==> src/rtl/ysyx_23060191_wbu_if.sv <==
// ============================================================================
//  Module   : ysyx_23060191_wbu_if
//  Purpose  : Bundles every non-clock/reset signal of the write-back unit:
//             upstream retire handshake and payload, LSU read-data return,
//             GPR write port, commit and error pulses.
//  Ports    : (interface signals, named from the WBU's point of view)
//             i_valid/o_ready       upstream handshake
//             i_wr_en, i_rd, i_alu_res, i_is_load, i_funct3, i_byte_off
//                                   retiring instruction payload
//             i_lsu_rvalid, i_lsu_rdata
//                                   LSU load data return
//             o_wr_en_Rd, o_addr_Rd, o_data_Rd
//                                   GPR write port
//             o_commit, o_err       retire pulse / LSU timeout pulse
//  Modports : slave  - the WBU itself
//             master - the environment driving the WBU
//  Revision : 1.0 - initial release
// ============================================================================
`default_nettype none

interface ysyx_23060191_wbu_if #(
    parameter int XLEN = 32
);
    logic            i_valid;
    logic            o_ready;
    logic            i_wr_en;
    logic [4:0]      i_rd;
    logic [XLEN-1:0] i_alu_res;
    logic            i_is_load;
    logic [2:0]      i_funct3;
    logic [1:0]      i_byte_off;
    logic            i_lsu_rvalid;
    logic [XLEN-1:0] i_lsu_rdata;
    logic            o_wr_en_Rd;
    logic [4:0]      o_addr_Rd;
    logic [XLEN-1:0] o_data_Rd;
    logic            o_commit;
    logic            o_err;

    modport slave (
        input  i_valid, i_wr_en, i_rd, i_alu_res, i_is_load, i_funct3,
               i_byte_off, i_lsu_rvalid, i_lsu_rdata,
        output o_ready, o_wr_en_Rd, o_addr_Rd, o_data_Rd, o_commit, o_err
    );

    modport master (
        output i_valid, i_wr_en, i_rd, i_alu_res, i_is_load, i_funct3,
               i_byte_off, i_lsu_rvalid, i_lsu_rdata,
        input  o_ready, o_wr_en_Rd, o_addr_Rd, o_data_Rd, o_commit, o_err
    );
endinterface

`default_nettype wire

==> src/rtl/ysyx_23060191_wbu.sv <==
// ============================================================================
//  Module   : ysyx_23060191_wbu
//  Purpose  : Write-back unit. Accepts one retiring instruction at a time,
//             waits for LSU data on loads, aligns and extends load data and
//             issues a single-cycle GPR write plus a one-cycle commit pulse.
//  Ports    : clk  - clock, rising edge
//             rst  - synchronous active-high reset
//             bus  - ysyx_23060191_wbu_if.slave (handshake, payload, LSU
//                    return, GPR write port, o_commit, o_err)
//  Params   : XLEN    - datapath width
//             TIMEOUT - LSU wait limit in cycles (timeout build only)
//  Options  : `define YSYX_23060191_WBU_TIMEOUT_EN to add the LSU wait
//             timeout; otherwise WAIT_MEM waits forever and o_err is 0.
//  Revision : 1.0 - initial release
// ============================================================================
`default_nettype none

module ysyx_23060191_wbu #(
    parameter int XLEN    = 32,
    parameter int TIMEOUT = 255
) (
    input  wire                       clk,
    input  wire                       rst,
    ysyx_23060191_wbu_if.slave        bus
);

    typedef enum logic [1:0] {
        IDLE     = 2'd0,
        WAIT_MEM = 2'd1,
        WRITE    = 2'd2
    } state_t;

    state_t          state_q, state_d;
    logic            wr_en_q, wr_en_d;
    logic [4:0]      rd_q, rd_d;
    logic [2:0]      funct3_q, funct3_d;
    logic [1:0]      off_q, off_d;
    logic [XLEN-1:0] data_q, data_d;

    // ------------------------------------------------------------------
    // Load formatting. Halves use only off[1]: misaligned halves simply
    // read the lower/upper half of the word, no trap.
    // ------------------------------------------------------------------
    logic [7:0]      w_byte;
    logic [15:0]     w_half;
    logic [XLEN-1:0] w_load_data;

    assign w_byte = 8'(bus.i_lsu_rdata >> {off_q, 3'b000});
    assign w_half = 16'(bus.i_lsu_rdata >> {off_q[1], 4'b0000});

    always_comb begin
        w_load_data = bus.i_lsu_rdata;
        case (funct3_q)
            3'b000:  w_load_data = {{(XLEN-8){w_byte[7]}}, w_byte};
            3'b001:  w_load_data = {{(XLEN-16){w_half[15]}}, w_half};
            3'b100:  w_load_data = {{(XLEN-8){1'b0}}, w_byte};
            3'b101:  w_load_data = {{(XLEN-16){1'b0}}, w_half};
            default: w_load_data = bus.i_lsu_rdata;
        endcase
    end

`ifdef YSYX_23060191_WBU_TIMEOUT_EN
    localparam int CNT_W = ($clog2(TIMEOUT + 1) > 8) ? $clog2(TIMEOUT + 1) : 8;
    // Counter value in the last permitted waiting cycle; the increment out
    // of this cycle would reach TIMEOUT.
    localparam logic [CNT_W-1:0] c_timeout_last = CNT_W'(TIMEOUT - 1);

    logic [CNT_W-1:0] cnt_q, cnt_d;
    logic             err_q, err_d;
`else
    logic unused_timeout;
    assign unused_timeout = ^32'(TIMEOUT);
`endif

    // ------------------------------------------------------------------
    // Next-state / datapath capture
    // ------------------------------------------------------------------
    always_comb begin
        state_d  = state_q;
        wr_en_d  = wr_en_q;
        rd_d     = rd_q;
        funct3_d = funct3_q;
        off_d    = off_q;
        data_d   = data_q;
`ifdef YSYX_23060191_WBU_TIMEOUT_EN
        cnt_d    = cnt_q;
        err_d    = 1'b0;
`endif
        case (state_q)
            IDLE: begin
                if (bus.i_valid) begin
                    wr_en_d  = bus.i_wr_en;
                    rd_d     = bus.i_rd;
                    funct3_d = bus.i_funct3;
                    off_d    = bus.i_byte_off;
                    data_d   = bus.i_alu_res;
                    state_d  = bus.i_is_load ? WAIT_MEM : WRITE;
`ifdef YSYX_23060191_WBU_TIMEOUT_EN
                    cnt_d    = '0;
`endif
                end
            end
            WAIT_MEM: begin
                // Data arriving in the final waiting cycle beats the timeout.
                if (bus.i_lsu_rvalid) begin
                    data_d  = w_load_data;
                    state_d = WRITE;
                end
`ifdef YSYX_23060191_WBU_TIMEOUT_EN
                else if (cnt_q == c_timeout_last) begin
                    err_d   = 1'b1;
                    state_d = WRITE;
                end else begin
                    cnt_d   = cnt_q + 1'b1;
                end
`endif
            end
            WRITE:   state_d = IDLE;
            default: state_d = IDLE;
        endcase
    end

    always_ff @(posedge clk) begin
        if (rst) begin
            state_q  <= IDLE;
            wr_en_q  <= 1'b0;
            rd_q     <= 5'd0;
            funct3_q <= 3'd0;
            off_q    <= 2'd0;
            data_q   <= '0;
`ifdef YSYX_23060191_WBU_TIMEOUT_EN
            cnt_q    <= '0;
            err_q    <= 1'b0;
`endif
        end else begin
            state_q  <= state_d;
            wr_en_q  <= wr_en_d;
            rd_q     <= rd_d;
            funct3_q <= funct3_d;
            off_q    <= off_d;
            data_q   <= data_d;
`ifdef YSYX_23060191_WBU_TIMEOUT_EN
            cnt_q    <= cnt_d;
            err_q    <= err_d;
`endif
        end
    end

    // ------------------------------------------------------------------
    // Outputs: all derived from flops only (rst gates o_ready so upstream
    // sees "not ready" for the whole reset window).
    // ------------------------------------------------------------------
    logic w_write;
    assign w_write = (state_q == WRITE);

    assign bus.o_ready  = (state_q == IDLE) && !rst;
    assign bus.o_commit = w_write;
    assign bus.o_addr_Rd = rd_q;
    assign bus.o_data_Rd = data_q;

`ifdef YSYX_23060191_WBU_TIMEOUT_EN
    assign bus.o_wr_en_Rd = w_write && wr_en_q && (rd_q != 5'd0) && !err_q;
    assign bus.o_err      = err_q;
`else
    assign bus.o_wr_en_Rd = w_write && wr_en_q && (rd_q != 5'd0);
    assign bus.o_err      = 1'b0;
`endif

endmodule

`default_nettype wire
==> src/flat_wrapper.sv <==
// flat-port wrapper written by rule: the top's interface ports become plain ports
module ysyx_23060191_wbu_flat 
#(
    parameter int XLEN    = 32,
    parameter int TIMEOUT = 255
)
  (clk, rst, bus_i_valid, bus_i_wr_en, bus_i_rd, bus_i_alu_res, bus_i_is_load, bus_i_funct3, bus_i_byte_off, bus_i_lsu_rvalid, bus_i_lsu_rdata, bus_o_ready, bus_o_wr_en_Rd, bus_o_addr_Rd, bus_o_data_Rd, bus_o_commit, bus_o_err);
  ysyx_23060191_wbu_if #(.XLEN(XLEN)) bus_i ();
  input  wire clk;
  input  wire rst;
  input wire logic [$bits(bus_i.i_valid)-1:0] bus_i_valid;
  input wire logic [$bits(bus_i.i_wr_en)-1:0] bus_i_wr_en;
  input wire logic [$bits(bus_i.i_rd)-1:0] bus_i_rd;
  input wire logic [$bits(bus_i.i_alu_res)-1:0] bus_i_alu_res;
  input wire logic [$bits(bus_i.i_is_load)-1:0] bus_i_is_load;
  input wire logic [$bits(bus_i.i_funct3)-1:0] bus_i_funct3;
  input wire logic [$bits(bus_i.i_byte_off)-1:0] bus_i_byte_off;
  input wire logic [$bits(bus_i.i_lsu_rvalid)-1:0] bus_i_lsu_rvalid;
  input wire logic [$bits(bus_i.i_lsu_rdata)-1:0] bus_i_lsu_rdata;
  output wire logic [$bits(bus_i.o_ready)-1:0] bus_o_ready;
  output wire logic [$bits(bus_i.o_wr_en_Rd)-1:0] bus_o_wr_en_Rd;
  output wire logic [$bits(bus_i.o_addr_Rd)-1:0] bus_o_addr_Rd;
  output wire logic [$bits(bus_i.o_data_Rd)-1:0] bus_o_data_Rd;
  output wire logic [$bits(bus_i.o_commit)-1:0] bus_o_commit;
  output wire logic [$bits(bus_i.o_err)-1:0] bus_o_err;
  assign bus_i.i_valid = bus_i_valid;
  assign bus_i.i_wr_en = bus_i_wr_en;
  assign bus_i.i_rd = bus_i_rd;
  assign bus_i.i_alu_res = bus_i_alu_res;
  assign bus_i.i_is_load = bus_i_is_load;
  assign bus_i.i_funct3 = bus_i_funct3;
  assign bus_i.i_byte_off = bus_i_byte_off;
  assign bus_i.i_lsu_rvalid = bus_i_lsu_rvalid;
  assign bus_i.i_lsu_rdata = bus_i_lsu_rdata;
  assign bus_o_ready = bus_i.o_ready;
  assign bus_o_wr_en_Rd = bus_i.o_wr_en_Rd;
  assign bus_o_addr_Rd = bus_i.o_addr_Rd;
  assign bus_o_data_Rd = bus_i.o_data_Rd;
  assign bus_o_commit = bus_i.o_commit;
  assign bus_o_err = bus_i.o_err;
  ysyx_23060191_wbu #(.XLEN(XLEN), .TIMEOUT(TIMEOUT)) u_core (.clk(clk), .rst(rst), .bus(bus_i));
endmodule
==> config.mk <==
export PLATFORM = sky130hd
export DESIGN_NAME = ysyx_23060191_wbu_flat
export DESIGN_NICKNAME = d
export VERILOG_FILES = /design/src/rtl/ysyx_23060191_wbu_if.sv /design/src/rtl/ysyx_23060191_wbu.sv /design/src/flat_wrapper.sv
export SDC_FILE = /design/constraint.sdc
export NUM_CORES = 1
export LEC_CHECK = 0
export CORE_MARGIN = 1
export CORE_UTILIZATION = 45
export DETAILED_ROUTE_END_ITERATION = 7
export HOLD_SLACK_MARGIN = 0.15
export PLACE_DENSITY_LB_ADDON = 0.2
export SYNTH_ARGS = -nofsm -noshare
export SYNTH_HDL_FRONTEND = slang
export SYNTH_SLANG_ARGS = --single-unit
==> constraint.sdc <==
create_clock -name clk -period 3.4 [get_ports clk]
set_input_delay 0.34 -clock clk [delete_from_list [all_inputs] [get_ports clk]]
set_output_delay 0.34 -clock clk [all_outputs]
set_load 0.01 [all_outputs]
==> metrics.txt <==
EDFF count, synth=0; Syn Std Cell Area=0.00270 mm2; placed cell area=0.00387 mm2; unique cell type count in the Yosys netlist=45; Reg-to-Reg End=u_core.bus.o_data_Rd[20]; Initial DRC Count=263; via count=3,025; CP peak stage delay=1.11 ns; first-pass GRT wire length=13,900 um; ranking of synthesized cells by area=dfxtp_1, a21oi_1, nand2_1, o2bb2ai_1, o21ai_0; post-route ant nets=0; Synth Register Bits=45; Static Leak=1.43 nW; fillcell total=474; Logic pwr share=29.0%; RSZ-0062 raised after global routing=false; Initial Utilization=47.8%; Hold Path Stages=2; detail-routed net length per standard cell=17.1 um; Tmin final=2.42 ns; DR pass1 iterations=4; final layout net count=520; layout cells sized above 1=4.54%; Most used DFF post-synth=dfxtp_1; post-CTS resize count=0; num ports=121; largest net degree at the start of global routing=30; Critical Path, Cell by Cell=inv_1 -> o41ai_2 -> a2111oi_0 -> o2bb2ai_1; Tightest Hold Check Type=reg2reg; commonest non-fill, non-tap cell in the layout=clkdlybuf4s50_1; RePlAce Congestion=0.844; vias in the first global route=2,870; Max Cap Violations=0; DIE HEIGHT=79.4 um; total core area=0.00564 mm2; worst-margin pin slew=1.29 ns; Post-DP HPWL=6410 um; Max H-tree Level=2; max-slew violations=0; die width=79.4 um; multi-input logic area=0.00159 mm2; Fin. Hold Viols=0; count of final setup violators=0; Layout area overhead=47.9%; CP max stage cell=o41ai_2; Worst IR Drop VDD=185 uV; clk_lat worst skew=0.30 ns; Syn Inst Count=341; DRT Wirelength=8780 um; CP Data Required Time=3.63 ns; Worst R2R Start=u_core.funct3_q[0]; CTS Hold Buffers Added=0; vias per cell=5.90; setup bufs post-CTS=0; CTS tree=built; Layout Skew=0.00546 ns; Final Cell Area=0.00399 mm2; Num CTS Buffers=5; switching pwr=416 uW; R2R Setup Slk=0.98 ns; die area=0.00630 mm2; # rows=27; Yosys top cell area share=33.4%; Buf/Inv on CP=1; Critical Path Source Type=flop; fraction of registers with async set/reset=0%; internal power=1.04 mW; most frequent cells in the layout=clkdlybuf4s50_1, dfxtp_1, nand2_1; final setup TNS=0 ns; synthesized net count=421; CTS clk-pin slew, worst paths=0.08 ns; Worst Hold End=u_core.wr_en_q; maximum buffer depth of the clock tree=2; total track usage=28.0%; Tcrit/Tclk final=71.1%; Worst Path Arrival=2.65 ns; diode count=0; Worst setup EP type=flop; grt total ovfl=0; DRC Markers=0; initial antenna violation count=0; path depth of the worst reg2reg path=4; Yosys top cell by area=dfxtp_1; clock sinks=45; total power=1.45 mW; CP Max Fanout=18; Reg area=901 um2; Ys Warns=0; fmax=414 MHz; Avg Inst Size Synth=7.90 um2; max_slew headroom=13.3%; Flop pwr share=41.9%; clock root buffer=clkbuf_8; sequential area share after synthesis=33.4%; status=finished, final reports clean; Power Dens Cells=365 mW/mm2; hold_sp=u_core.wr_en_q; Crit Path Category=reg2reg; Net Sw Frac=28.6%; delay-heaviest family, CP=compound AO/OA/AOI/OAI gates; Clock power frac=29.1%; # port buffers=119
[worst max-delay path by stage]
| stage | startpoint | end | slack, ns | cells past startpoint |
|---|---|---|---|---|
| 3_5_place_dp | bus_i_lsu_rdata[31] | u_core.bus.o_data_Rd[30] | 0.88 | 5 |
| 4_1_cts | u_core.funct3_q[0] | u_core.bus.o_data_Rd[20] | 1.02 | 4 |
| 2_1_floorplan | u_core.state_q[1] | u_core.bus.o_data_Rd[23] | 1.86 | 6 |
| 5_1_grt | u_core.funct3_q[0] | u_core.bus.o_data_Rd[20] | 0.71 | 4 |
| 6_report | u_core.funct3_q[0] | u_core.bus.o_data_Rd[20] | 0.98 | 4 |
| 3_3_place_gp | bus_i_lsu_rdata[31] | u_core.bus.o_data_Rd[30] | 0.95 | 5 |
[synthesized netlist by cell type (4+ instances only)]
master     instances
a2111oi_0         14
inv_1             14
nand2b_1           6
nand2_1           43
nor2_1            17
a21o_1             7
o2bb2ai_1         17
o21ai_0           26
mux2i_1            4
clkbuf_1          15
o32ai_1            7
dfxtp_1           45
a22o_1             4
nor3b_1            5
buf_2             12
o21a_1             5
and4_1             7
nand3b_1           8
o211ai_1           7
a21oi_1           39
[power groups by stage]
stage / Combinational [mW] / Clock [mW] / Sequential (mW)
floorplan: 0.197 / 0 / 0.622
global placement: 0.411 / 0 / 0.620
detailed placement: 0.416 / 0 / 0.620
CTS: 0.419 / 0.429 / 0.608
global route: 0.455 / 0.447 / 0.615
finish: 0.421 / 0.423 / 0.609
[cells by family after synthesis]
| logic type | share of synthesized area, % |
|---|---|
| other cells | 0.139 |
| buf+inv | 7.80 |
| flops | 33.4 |
| mux | 2.32 |
| simple gates | 18.8 |
| compound gates | 37.6 |
[sequential cells by signal (all words and copies together), names as in the netlist]
register	count
u_core.state_q	2
u_core.off_q	2
u_core.bus.o_data_Rd	32
u_core.funct3_q	3
u_core.bus.o_addr_Rd	5
u_core.wr_en_q	1
[cell type report]
class,instances,share of cell area (%)
tap,72,2.26
inverter,14,1.32
sequential,45,22.6
clock inverter,1,0.754
multi-input combinational,249,39.9
clock buffer,7,2.17
timing repair buffer,125,31.0
[worst min-delay path: cells and delay by family (launching register included)]
kind	cells	cell delay (ns)
AOI/OAI and AO/OA	1	0.05
DFF	1	0.32
and+or+nand+nor	1	0.05
[through the flow]
step                setup slack [ns]  std cells  hold slack [ns]  util [%]
global route                   0.713        513            0.486      70.6
finish                         0.983        513            0.458      70.6
floorplan                       1.86        341            0.437         -
detailed placement             0.875        505            0.446      68.6
global placement               0.949        505            0.445      68.6
CTS                             1.02        513            0.460      70.6
[routing by layer]
layer	track usage (%)	wire length, um	up-vias
met3	3.89	666	15
met5	0	0	-
met1	38.5	3740	1401
met4	8.36	156	0
li1	-	-	1468
met2	45.4	4220	141
Note: power is estimated with default switching activity, not from simulation.
